File: src/rtl/fb_pkg.sv
`default_nettype none
// ============================================================================
//  Module      : fb_pkg
//  Description : Shared definitions for the framebuffer arbiter slice.
//                Panel geometry, the word address/data widths that follow
//                from it, and the memory-command FSM encoding.
//  Revision    : 1.0  initial release
// ============================================================================
package fb_pkg;

    localparam int FB_W         = 120;
    localparam int FB_H         = 68;
    localparam int PIX_PER_WORD = 4;
    localparam int BPP          = 4;

    // 120 x 68 pixels packed 4 per word -> 2040 words
    localparam int FB_WORDS  = (FB_W * FB_H) / PIX_PER_WORD;
    localparam int FB_ADDR_W = $clog2(FB_WORDS);
    localparam int FB_DATA_W = PIX_PER_WORD * BPP;

    // Registered memory command: IDLE drives no strobe, ACCESS strobes mem_ce_o
    typedef enum logic [0:0] {
        ST_IDLE   = 1'b0,
        ST_ACCESS = 1'b1
    } arb_state_t;

endpackage
`default_nettype wire

File: src/rtl/fb_rdpipe.sv
`default_nettype none
// ============================================================================
//  Module      : fb_rdpipe
//  Description : DEPTH-deep valid shift register tracking issued display
//                reads until their data leaves the block RAM.
//  Ports       : clk      - pixel clock
//                rst      - synchronous clear, discards reads in flight
//                i_issue  - a display read is on the memory port this cycle
//                o_valid  - read data is on the memory read bus this cycle
//  Revision    : 1.0  initial release
// ============================================================================
module fb_rdpipe #(
    parameter int DEPTH = 1
) (
    input  logic clk,
    input  logic rst,
    input  logic i_issue,
    output logic o_valid
);

    logic [DEPTH-1:0] r_sr;

    generate
        if (DEPTH == 1) begin : g_single
            always_ff @(posedge clk) begin
                if (rst) begin
                    r_sr <= '0;
                end else begin
                    r_sr <= i_issue;
                end
            end
        end else begin : g_multi
            always_ff @(posedge clk) begin
                if (rst) begin
                    r_sr <= '0;
                end else begin
                    r_sr <= {r_sr[DEPTH-2:0], i_issue};
                end
            end
        end
    endgenerate

    assign o_valid = r_sr[DEPTH-1];

endmodule
`default_nettype wire

File: src/rtl/fb_arbiter.sv
`default_nettype none
// ============================================================================
//  Module      : fb_arbiter
//  Description : Shares one single-port framebuffer BSRAM between the LCD
//                display fetch path (reads) and a writer (loader / drawing
//                engine). Display wins in the active region, the writer wins
//                in blanking, and a starvation limit forces a writer slot
//                during long active periods.
//  Ports       : clk_i/rst_i          - pixel clock, sync active-high reset
//                blank_i              - 1 during horizontal/vertical blanking
//                disp_req/addr/gnt    - display read request channel
//                disp_valid/data      - display read return
//                wr_req/addr/data/gnt - writer channel
//                mem_*                - registered BSRAM command, read data in
//                stall_cnt_o          - writer stall statistics
//  Config      : FB_ARB_STATS_EN - build the stall counter; otherwise
//                stall_cnt_o is tied to 0
//  Revision    : 1.0  initial release
// ============================================================================
module fb_arbiter
    import fb_pkg::*;
#(
    parameter int ADDR_W     = FB_ADDR_W,
    parameter int DATA_W     = FB_DATA_W,
    parameter int RD_LAT     = 1,
    parameter int STARVE_MAX = 8
) (
    input  logic              clk_i,
    input  logic              rst_i,
    input  logic              blank_i,
    input  logic              disp_req_i,
    input  logic [ADDR_W-1:0] disp_addr_i,
    output logic              disp_gnt_o,
    output logic              disp_valid_o,
    output logic [DATA_W-1:0] disp_data_o,
    input  logic              wr_req_i,
    input  logic [ADDR_W-1:0] wr_addr_i,
    input  logic [DATA_W-1:0] wr_data_i,
    output logic              wr_gnt_o,
    output logic              mem_ce_o,
    output logic              mem_we_o,
    output logic [ADDR_W-1:0] mem_addr_o,
    output logic [DATA_W-1:0] mem_wdata_o,
    input  logic [DATA_W-1:0] mem_rdata_i,
    output logic [15:0]       stall_cnt_o
);

    localparam int                  c_starve_w   = $clog2(STARVE_MAX + 1);
    localparam logic [c_starve_w-1:0] c_starve_max = c_starve_w'(STARVE_MAX);

    logic [c_starve_w-1:0] r_starve;
    logic                  w_starved;
    logic                  w_wr_wins;
    logic                  w_any_gnt;
    arb_state_t            r_state;
    arb_state_t            w_state_nxt;

    // ------------------------------------------------------------------
    // Grant: combinational, at most one per cycle. The writer takes the
    // slot on contention only in blanking or once it has waited
    // STARVE_MAX cycles; a lone request is always served.
    // ------------------------------------------------------------------
    assign w_starved  = (r_starve == c_starve_max);
    assign w_wr_wins  = blank_i | w_starved;
    assign wr_gnt_o   = ~rst_i & wr_req_i   & (~disp_req_i | w_wr_wins);
    assign disp_gnt_o = ~rst_i & disp_req_i & ~(wr_req_i & w_wr_wins);
    assign w_any_gnt  = wr_gnt_o | disp_gnt_o;

    // Consecutive cycles the writer has been kept waiting
    always_ff @(posedge clk_i) begin
        if (rst_i || !wr_req_i || wr_gnt_o) begin
            r_starve <= '0;
        end else if (!w_starved) begin
            r_starve <= r_starve + 1'b1;
        end
    end

    // ------------------------------------------------------------------
    // Memory command FSM: ACCESS for the cycle following any grant
    // ------------------------------------------------------------------
    always_ff @(posedge clk_i) begin
        if (rst_i) begin
            r_state <= ST_IDLE;
        end else begin
            r_state <= w_state_nxt;
        end
    end

    always_comb begin
        w_state_nxt = ST_IDLE;
        if (w_any_gnt) begin
            w_state_nxt = ST_ACCESS;
        end
    end

    assign mem_ce_o = (r_state == ST_ACCESS);

    // Address/data captured from the winning requester. Between accesses
    // the address and write data hold; only the write strobe drops.
    always_ff @(posedge clk_i) begin
        if (rst_i) begin
            mem_we_o    <= 1'b0;
            mem_addr_o  <= '0;
            mem_wdata_o <= '0;
        end else if (wr_gnt_o) begin
            mem_we_o    <= 1'b1;
            mem_addr_o  <= wr_addr_i;
            mem_wdata_o <= wr_data_i;
        end else if (disp_gnt_o) begin
            mem_we_o    <= 1'b0;
            mem_addr_o  <= disp_addr_i;
        end else begin
            mem_we_o    <= 1'b0;
        end
    end

    // ------------------------------------------------------------------
    // Read return: a read on the memory port surfaces RD_LAT cycles later
    // ------------------------------------------------------------------
    fb_rdpipe #(
        .DEPTH (RD_LAT)
    ) u_rdpipe (
        .clk     (clk_i),
        .rst     (rst_i),
        .i_issue (mem_ce_o & ~mem_we_o),
        .o_valid (disp_valid_o)
    );

    assign disp_data_o = mem_rdata_i;

    // ------------------------------------------------------------------
    // Writer stall statistics. A forced slot closes a run of STARVE_MAX
    // waiting cycles, each of which lands in this one register.
    // ------------------------------------------------------------------
`ifdef FB_ARB_STATS_EN
    logic [15:0] r_stall_cnt;

    always_ff @(posedge clk_i) begin
        if (rst_i) begin
            r_stall_cnt <= '0;
        end else if (wr_req_i && !wr_gnt_o && (r_stall_cnt != 16'hFFFF)) begin
            r_stall_cnt <= r_stall_cnt + 16'd1;
        end
    end

    assign stall_cnt_o = r_stall_cnt;
`else
    assign stall_cnt_o = '0;
`endif

endmodule
`default_nettype wire

File: config.mk
export PLATFORM = sky130hd
export DESIGN_NAME = fb_arbiter
export DESIGN_NICKNAME = d
export VERILOG_FILES = /design/src/rtl/fb_pkg.sv /design/src/rtl/fb_rdpipe.sv /design/src/rtl/fb_arbiter.sv
export SDC_FILE = /design/constraint.sdc
export NUM_CORES = 1
export LEC_CHECK = 0
export CAP_MARGIN = 30
export CORE_MARGIN = 2
export CORE_UTILIZATION = 36
export CTS_CLUSTER_SIZE = 30
export DETAILED_ROUTE_END_ITERATION = 8
export GPL_TIMING_DRIVEN = 0
export PLACE_DENSITY = 0.9
export SYNTH_ARGS = -nofsm -noshare
export SYNTH_HDL_FRONTEND = slang
export SYNTH_SLANG_ARGS = --single-unit
File: constraint.sdc
create_clock -name clk_i -period 2.5 [get_ports clk_i]
set_input_delay 0.375 -clock clk_i [delete_from_list [all_inputs] [get_ports clk_i]]
set_output_delay 0.375 -clock clk_i [all_outputs]
set_load 0.005 [all_outputs]
==> out/metrics.csv <==
metric,value,unit
clk root buf,clkbuf_8,
#FFs+latches synth,34,
dpl hpwl,3.373,mm
"CP delay by family, top",buffers and inverters,
Internal,0.001007,W
TritonCTS clock tree,done,
simple-gate share of the synthesized area,19.62,%
Synth Area in Adders,1.527,%
Clock power frac,31.3,%
Tcrit/Tclk final,96.46,%
# rows,24,
"slowest stage delay, CP",0.53,ns
Final Hold Fails,0,
first-pass GRT wire length,6.486,mm
Max-Cap Viols,0,
Pwr Density,475.7,nW/µm²
DRC viols,0,
CP Cell Sequence,clkdlybuf4s50_1 > nand2b_2 > a21oi_4 > buf_6 > clkdlybuf4s50_1,
antenna-violating nets left,0,
Switching Share,23.18,%
CP endpoint kind,primary output,
Die ar.,5109,µm²
postcts setup bufs,1,
Max H-tree Level,2,
Tot Pwr,0.001311,W
unrepaired setup endpoints after global routing,false,
post-synthesis mux area share,6.718,%
VDD IR max,0.2683,mV
die width,71.48,µm
Reg power frac,45.5,%
Setup Skew,0.004374,ns
gate count of the mapped netlist,184,
share of total power in combinational logic,23.2,%
Post-DP Area,2661,µm²
setup violators final,0,
Net Sw Power,0.0003038,W
xor and xnor area share after synthesis,0.5344,%
gpl congestion,0.6793,
drt wl/cell,12.18,µm
initial antenna violation count,0,
share of cells above drive strength 1,15.82,%
Compound-Gate Fraction of Synth Area,11.83,%
IO Pins,123,
Total GRT Usage,16.12,%
synthesized cell area,1639,µm²
Initial Util,37.39,%
syn_area_per_cell,8.908,µm²
largest net degree at the start of global routing,20,
vias in the first global route,1482,
fmax,414.7,MHz
nets,357,
CTS hold repair buffers,0,
ANT cells,0,
status,completed,
HP Class,flip-flop to flip-flop,
Reg area,680.7,µm²
sequential share of the synthesized area,41.53,%
"worst slack, placed",-0.3433,ns
Fin Setup TNS,0,ns
setup ws final,0.08857,ns
worst skew pair latency,0.27,ns
area of the multi-input gates,719.4,µm²
Critical Path RT,2.12,ns
"Max FO, Critical Path",19,
drt via density,4.404,
FILL cells,398,
drt total wl,4.251,mm
die height,71.48,µm
fin area,2755,µm²
DRT iter0 DRCs,74,
"CTS clk-pin slew, worst paths",0.07,ns
post-layout util,62.84,%
Most Frequent Cell on Critical Path,clkdlybuf4s50_1,
WP data arrival,2.04,ns
# clock sinks,34,
Core Area,4384,µm²
CP bufs+invs,3,
Final Critical Period,2.411,ns
P_leak,1.119,nW
"Slowest-stage cell, CP",clkdlybuf4s50_1,
Startpoint Class,primary input,
IO buf count,90,
drt pass-1 iters,4,
YS warnings,0,
DR vias,1537,
total grt overflow,0,
Resize count post-CTS,0,
area delta synth->final,68.09,%
Clock Path Buffers,2,
Unique masters post-synth,28,
Final Max Slew Viols,0,
Crit Path Class,primary input to primary output,
CTS buffer count,5,
main combinational cell family by area after synthesis,simple AND/OR/NAND/NOR gates,
[cell usage in the layout, fill, tap and decap left out]
cell / Yosys / routed
clkinv_2: 0 / 1
nor3_1: 2 / 2
clkbuf_8: 0 / 6
a21oi_4: 1 / 1
buf_2: 2 / 1
buf_6: 1 / 1
dfxtp_1: 34 / 34
clkbuf_1: 6 / 7
nor2b_1: 1 / 1
ha_1: 2 / 2
inv_1: 3 / 3
nor4_1: 1 / 1
nand2b_1: 16 / 16
nor2_1: 12 / 12
o21ai_0: 17 / 17
nand2_1: 19 / 19
a211oi_1: 11 / 11
buf_4: 32 / 33
and3b_1: 1 / 1
conb_1: 1 / 16
nand2b_2: 1 / 1
and2b_4: 1 / 1
nor3b_1: 2 / 2
nand3_1: 1 / 1
nor4b_1: 1 / 1
xor2_1: 1 / 1
nand3b_4: 1 / 1
a21oi_1: 2 / 2
clkdlybuf4s50_1: 0 / 90
mux2i_1: 11 / 11
or2_2: 1 / 1
[worst reg2reg max path, cell delays in order (launching register included)]
cell and delay [ns]:
dfxtp_1 0.34, inv_1 0.07, ha_1 0.21, nand3b_4 0.11, a21oi_4 0.16, buf_4 0.21
clkbuf_1 0.36, o21ai_0 0.18
[per-stage QoR]
stage / hold WS (ns) / std cells
6_report: 0.4160 / 349
2_1_floorplan: 0.4213 / 199
3_3_place_gp: 0.4066 / 341
3_5_place_dp: 0.4112 / 341
5_1_grt: 0.4516 / 349
4_1_cts: 0.4207 / 349
[metal layers]
metal  wire, µm  vias up  global-route usage [%]  part of all wire [%]
li1           -      785                       -                     -
met1       1569      687                   16.58                    37
met2       2348       61                   31.17                    55
met3        293        4                   4.501                   6.9
met4         39        0                   5.031                  0.92
met5          0        -                       0                     0
[synth_stat cells]
master,n,area (µm²)
a21oi_1,2,10.01
mux2i_1,11,110.1
nor3b_1,2,15.01
buf_4,32,240.2
conb_1,1,3.750
nand2_1,19,71.32
nor3_1,2,10.01
a211oi_1,11,82.58
nor4b_1,1,8.760
o21ai_0,17,85.08
buf_2,2,10.01
nand2b_1,16,100.1
nand3_1,1,5.000
or2_2,1,6.260
nor2b_1,1,6.260
nand3b_4,1,20.02
nor2_1,12,45.04
and3b_1,1,8.760
nor4_1,1,6.260
and2b_4,1,10.01
dfxtp_1,34,680.7
ha_1,2,25.02
inv_1,3,11.26
xor2_1,1,8.760
buf_6,1,11.26
clkbuf_1,6,22.52
nand2b_2,1,8.760
a21oi_4,1,16.27
[flip-flops by register name, indices dropped and copies added (netlist names)]
signal / count
mem_wdata_o: 16
mem_ce_o: 1
u_rdpipe.o_valid: 1
mem_addr_o: 11
r_starve: 4
mem_we_o: 1
[area by class of cell]
class	instances	share of cell area, %
Timing Repair Buffer	91	32.97
Multi-Input combinational cell	121	26.11
Sequential cell	34	24.70
Buffer	40	10.13
Clock buffer	7	3.134
Tap cell	52	2.361
Inverter	3	0.4087
Clock inverter	1	0.1817
[worst paths after layout]
| path | startpoint | end | slack, ns | cells past startpoint |
|---|---|---|---|---|
| setup / recovery | rst_i | wr_gnt_o | 0.09 | 5 |
| hold / removal | mem_we_o | u_rdpipe.o_valid | 0.42 | 1 |
| setup reg to reg | r_starve[0] | mem_wdata_o[7] | 0.73 | 7 |
| hold reg to reg | mem_we_o | u_rdpipe.o_valid | 0.42 | 1 |
[power by group through the flow]
| stage | Clock (W) | Combinational (W) | Sequential (W) |
|---|---|---|---|
| 2_1_floorplan | 0 | 0.000115 | 0.000611 |
| 3_3_place_gp | 0 | 0.000300 | 0.000606 |
| 3_5_place_dp | 0 | 0.000305 | 0.000608 |
| 4_1_cts | 0.000422 | 0.000307 | 0.000596 |
| 5_1_grt | 0.000443 | 0.000328 | 0.000600 |
| 6_report | 0.000411 | 0.000304 | 0.000596 |
[logic make-up after synthesis]
| group | Yosys count |
|---|---|
| DFF | 34 |
| xor gates and xnor gates | 1 |
| adders and majority gates | 2 |
| other | 1 |
| AOI/OAI and AO/OA | 31 |
| buffers and inverters | 44 |
| and+or+nand+nor | 60 |
| muxes | 11 |
No activity file was read; power rests on OpenSTA's default activity.
